File: src/rtl/register_bank_mp.sv
// Multi-port ARM register bank: NRD combinational reads, NWR prioritised writes,
// dedicated PC with load/increment and a CPSR with per-flag masked update.
module register_bank_mp #(
  parameter int N         = 32,
  parameter int NREGS     = 16,
  parameter int NRD       = 4,
  parameter int NWR       = 2,
  parameter int PC_IDX    = 15,
  parameter int PC_RD_OFS = 8,
  parameter int PC_STEP   = 4,
  parameter int RESET_PC  = 0,
  localparam int AW       = $clog2(NREGS)
) (
  input  logic              clk,
  input  logic              rst,
  input  logic [NRD*AW-1:0] rd_addr,
  output logic [NRD*N-1:0]  rd_data,
  input  logic [NWR-1:0]    wr_en,
  input  logic [NWR*AW-1:0] wr_addr,
  input  logic [NWR*N-1:0]  wr_data,
  output logic [N-1:0]      pc,
  input  logic [N-1:0]      pc_update,
  input  logic              pc_write,
  input  logic              pc_inc,
  output logic [N-1:0]      cspr,
  input  logic [N-1:0]      cspr_update,
  input  logic              cspr_write,
  input  logic [3:0]        cspr_mask
);

  localparam logic [AW-1:0] PC_A  = AW'(PC_IDX);
  localparam logic [N-1:0]  OFS   = N'(PC_RD_OFS);
  localparam logic [N-1:0]  STEP  = N'(PC_STEP);
  localparam logic [N-1:0]  PC_RV = N'(RESET_PC);

  logic [N-1:0] regs [NREGS];
  logic [N-1:0] pc_next;
  logic [N-1:0] cspr_next;

  // Later loop iterations override earlier ones: highest port index wins.
  always_comb begin
    pc_next = pc;
    if (pc_inc) pc_next = pc + STEP;
    for (int j = 0; j < NWR; j++) begin
      if (wr_en[j] && wr_addr[j*AW +: AW] == PC_A)
        pc_next = wr_data[j*N +: N];
    end
    if (pc_write) pc_next = pc_update;
  end

  always_comb begin
    cspr_next = cspr;
    if (cspr_write) begin
      for (int i = 0; i < 4; i++) begin
        if (cspr_mask[i]) cspr_next[N-4+i] = cspr_update[N-4+i];
      end
      if (&cspr_mask) cspr_next[N-5:0] = cspr_update[N-5:0];
    end
  end

  always_ff @(posedge clk) begin
    if (rst) begin
      for (int i = 0; i < NREGS; i++) regs[i] <= '0;
      pc   <= PC_RV;
      cspr <= '0;
    end else begin
      for (int j = 0; j < NWR; j++) begin
        if (wr_en[j] && wr_addr[j*AW +: AW] != PC_A)
          regs[wr_addr[j*AW +: AW]] <= wr_data[j*N +: N];
      end
      pc   <= pc_next;
      cspr <= cspr_next;
    end
  end

  for (genvar k = 0; k < NRD; k++) begin : g_rd
    logic [AW-1:0] a;
    logic [N-1:0]  v;
    assign a = rd_addr[k*AW +: AW];
    always_comb begin
      v = regs[a];
      for (int j = 0; j < NWR; j++) begin
        if (wr_en[j] && wr_addr[j*AW +: AW] == a)
          v = wr_data[j*N +: N];
      end
      if (a == PC_A) v = pc + OFS;
    end
    assign rd_data[k*N +: N] = v;
  end

endmodule

File: config.mk
export PLATFORM = sky130hd
export DESIGN_NAME = register_bank_mp
export DESIGN_NICKNAME = d
export VERILOG_FILES = /design/src/rtl/register_bank_mp.sv
export SDC_FILE = /design/constraint.sdc
export NUM_CORES = 2
export LEC_CHECK = 0
export CELL_PAD_IN_SITES_DETAIL_PLACEMENT = 2
export CELL_PAD_IN_SITES_GLOBAL_PLACEMENT = 2
export CORE_MARGIN = 2
export CORE_UTILIZATION = 42
export CTS_BUF_LIST = sky130_fd_sc_hd__clkbuf_4
export CTS_CLUSTER_SIZE = 20
export DETAILED_ROUTE_END_ITERATION = 7
export DONT_BUFFER_PORTS = 1
export PLACE_DENSITY_LB_ADDON = 0.1
export SKIP_LAST_GASP = 1
export SLEW_MARGIN = 0
export SYNTH_ARGS = -nofsm -noshare
export SYNTH_HDL_FRONTEND = slang
export SYNTH_SLANG_ARGS = --single-unit
File: constraint.sdc
create_clock -name clk -period 4.2 [get_ports clk]
set_input_delay 0.84 -clock clk [delete_from_list [all_inputs] [get_ports clk]]
set_output_delay 0.84 -clock clk [all_outputs]
set_load 0.1 [all_outputs]
==> metrics.md <==
| Metric | Value |
|---|---|
| Initial antenna violation count | `16` |
| Sinks on Clock Net | `around 580` |
| Critical path required time | `3.36 ns` |
| Cell-internal power | `12360 uW` |
| Largest family of logic cells by synthesized area | `multiplexers` |
| Max frequency | `220.0 MHz` |
| H-tree Lvls | `4` |
| Distinct cells, synth | `72` |
| First-pass GRT wire length | `357700 um` |
| WL/cell | `between 40 and 50 um` |
| Nets | `3979` |
| Net Sw Frac | `around 39%` |
| Minimum clock period | `4.546 ns` |
| Final hold violations | `0` |
| FF-to-FF Start | `pc[3]$_SDFFE_PP0P_` |
| Max-cap violations | `0` |
| Fin worst setup slack | `-0.3461 ns` |
| Grt ovf | `0` |
| Post-synthesis cell count | `3595` |
| Die height | `around 330 um` |
| Post-Synth XOR/XNOR Area | `1.539%` |
| Post-synthesis mux area share | `between 30% and 40%` |
| Pre-antenna DRT Iters | `6` |
| Routed Antenna Nets | `0` |
| Setup crit start | `pc[3]$_SDFFE_PP0P_` |
| Layout area overhead | `25.17%` |
| HPWL after DPL | `144800 um` |
| Rows | `119` |
| Net Sw Power | `around 7800 uW` |
| Top Ports | `355` |
| Synth Area per Inst | `12.35 um^2` |
| Initial Util | `42.23%` |
| Vias in the first global route | `44780` |
| Tcrit/Tclk final | `108.2%` |
| Worst Setup End Kind | `output port` |
| Total CTS buffers | `174` |
| Worst clock skew | `0.04230 ns` |
| Clock power share | `29.9%` |
| Largest net degree at the start of global routing | `133` |
| Worst min-delay path class | `in2reg` |
| Initial drt markers | `6296` |
| Crit path arrival time | `approximately 3.7 ns` |
| Routability cong. | `just over 0.9` |
| Leak | `0.01894 uW` |
| Compound-gate portion of the synthesized area | `between 10% and 20%` |
| Synthesis Warnings | `0` |
| Clk Tree Root Cell | `clkbuf_4` |
| Worst skew pair latency | `1.20 ns` |
| Met1 GRT Util | `53.41%` |
| Critical path class | `reg2out` |
| Hold Path Origin | `pc_update[30]` |
| Die W | `329.1 um` |
| Number of synthesized flops with an enable pin | `512` |
| Crit Path Max Fanout | `4` |
| Post-Syn Area | `0.04439 mm^2` |
| Via Count | `43840` |
| Sequential power share | `a little over a third` |
| Grt met2 use | `70.36%` |
| Adder-cell share of the synthesized area | `0.05637%` |
| Core Area | `0.1051 mm^2` |
| RSZ-0062 raised after global routing | `true` |
| Detailed Route WL | `264900 um` |
| CP startpoint kind | `flop` |
| Hold WS | `~0.014 ns` |
| Die area | `0.1083 mm^2` |
| Failing checks | `negative setup slack` |
| Port Buffers | `0` |
| Slew @ Worst Pin | `1.222 ns` |
| Register area share after synthesis | `37.52%` |
| Power per cell area | `roughly 360 mW/mm^2` |
| Finished Core Util | `52.86%` |
| All-Layer GR Usage | `47.18%` |
| Synth Register Bits | `about 580` |
| Number of setup violations in the final report | `75` |
| M3 GR Usage | `18.54%` |
| Most frequent cells in the layout | `mux4_2 (512), edfxtp_1 (512), a22o_1 (480)` |
| Outcome | `finished, violations left` |
| Ys flop type | `edfxtp_1` |
| Final Max Slew Viols | `0` |
| Fillers | `9698` |
| Clk slew on worst S/H paths | `0.08 ns` |
| Logic pwr share | `34.8%` |
| Slew HR | `17.65%` |
| GRT busiest layer | `met2` |
| Post-DR vias/cell | `8.185` |
| CTS tree | `yes` |
| DRC viols | `0` |
| Clk buf depth | `3` |
| Simple logic cell fraction of the synthesized area | `7.123%` |
| Share of cells above drive strength 1 | `a little under two fifths` |
| Max IR drop VDD | `0.3258 mV` |
| Async SR Flop Fraction | `0%` |
-- metrics by stage --
step / power [uW] / TNS (ns) / instances / setup WS, ns / instance area [um^2]
finish: 20130 / -11.13 / 5356 / -0.3461 / 55560
global route: 20490 / -15.12 / 5341 / -0.3894 / 55520
CTS: 19700 / -2.556 / 5310 / -0.2083 / 54900
detailed placement: 13500 / 0 / 4803 / 0.2093 / 50150
global placement: 13310 / 0 / 4803 / 0.3187 / 50150
floorplan: 11710 / -2.208 / 3626 / -0.4080 / 46000
-- cell families after synthesis --
logic type	count (synthesis)
compound gates	1067
xor+xnor	78
fa+ha+maj	2
buf+inv	534
flops	576
mux	690
other cells	1
simple gates	647
-- path summary, 6_finish.rpt --
check / cells after the start / slack [ns] / end
setup / recovery: 10 / -0.35 / rd_data[21]
hold / removal: 3 / 0.01 / pc[30]$_SDFFE_PP0P_
hold reg to reg: 2 / 0.67 / pc[20]$_SDFFE_PP0P_
setup reg to reg: 8 / 0.48 / pc[18]$_SDFFE_PP0P_
-- power groups by stage --
| stage | Combinational (uW) | Clock [uW] | Sequential (uW) |
|---|---|---|---|
| 6_report | 7000 | 6020 | 7110 |
| 5_1_grt | 7080 | 6280 | 7140 |
| 4_1_cts | 6750 | 5890 | 7060 |
| 3_5_place_dp | 6320 | 0 | 7170 |
| 3_3_place_gp | 6220 | 0 | 7080 |
| 2_1_floorplan | 4520 | 0 | 7180 |
-- metal layers --
metal / vias up / wire length (um)
met3: 1541 / 37470
met1: 22490 / 84330
met2: 4409 / 116300
li1: 15390 / -
met5: - / 180
met4: 8 / 26660
-- synthesized netlist by cell type, types with 50 or more instances --
| library cell | instances | area, um^2 |
|---|---|---|
| o22ai_1 | 126 | 788.3 |
| a211oi_1 | 124 | 930.9 |
| mux4_2 | 512 | 11530 |
| o21ai_0 | 74 | 370.4 |
| buf_4 | 64 | 480.5 |
| edfxtp_1 | 512 | 15370 |
| clkbuf_1 | 331 | 1242 |
| buf_2 | 109 | 545.5 |
| nand2_1 | 169 | 634.4 |
| a22o_1 | 480 | 4204 |
| dfxtp_1 | 64 | 1281 |
| a221oi_1 | 51 | 446.7 |
| nor2_1 | 184 | 690.7 |
| nor2b_1 | 81 | 506.7 |
| a21oi_1 | 138 | 690.7 |
| mux2i_1 | 128 | 1281 |
| mux2_2 | 50 | 563.0 |
| nor3_1 | 80 | 400.4 |
-- cell type report --
| type | count | area [um^2] | share of cell area (%) |
|---|---|---|---|
| timing repair buffer | 537 | 6564 | 11.81 |
| clock inverter | 66 | 404.1 | 0.7274 |
| antenna | 22 | 55.05 | 0.09909 |
| clock buffer | 239 | 1794 | 3.229 |
| inverter | 9 | 33.78 | 0.06080 |
| sequential | 576 | 16710 | 30.08 |
| tap | 1391 | 1740 | 3.132 |
| multi-input combinational | 2516 | 28250 | 50.85 |
-- state kept, by name, indices dropped and copies added, names as in the netlist --
register  count
cspr         32
pc           32
regs        512
-- critical path, cell delays in order (launching register included) --
cell and delay, ns:
dfxtp_4 0.40, ha_4 0.18, nand3_4 0.10, nor4_4 0.26, buf_6 0.19, buf_12 0.12
nand2_8 0.07, xor2_2 0.17, buf_6 0.18, a211oi_4 0.58, buf_12 0.25
-- what timing repair did --
action,4_1_cts,5_1_grt
resized for setup,105,73
hold buffers,180,0
cloned,1,0
hold endpoints to repair,576,0
setup endpoints to repair,93,79
buffers inserted,21,25
pin swaps,42,63
Power figures use the tool's default switching activity.
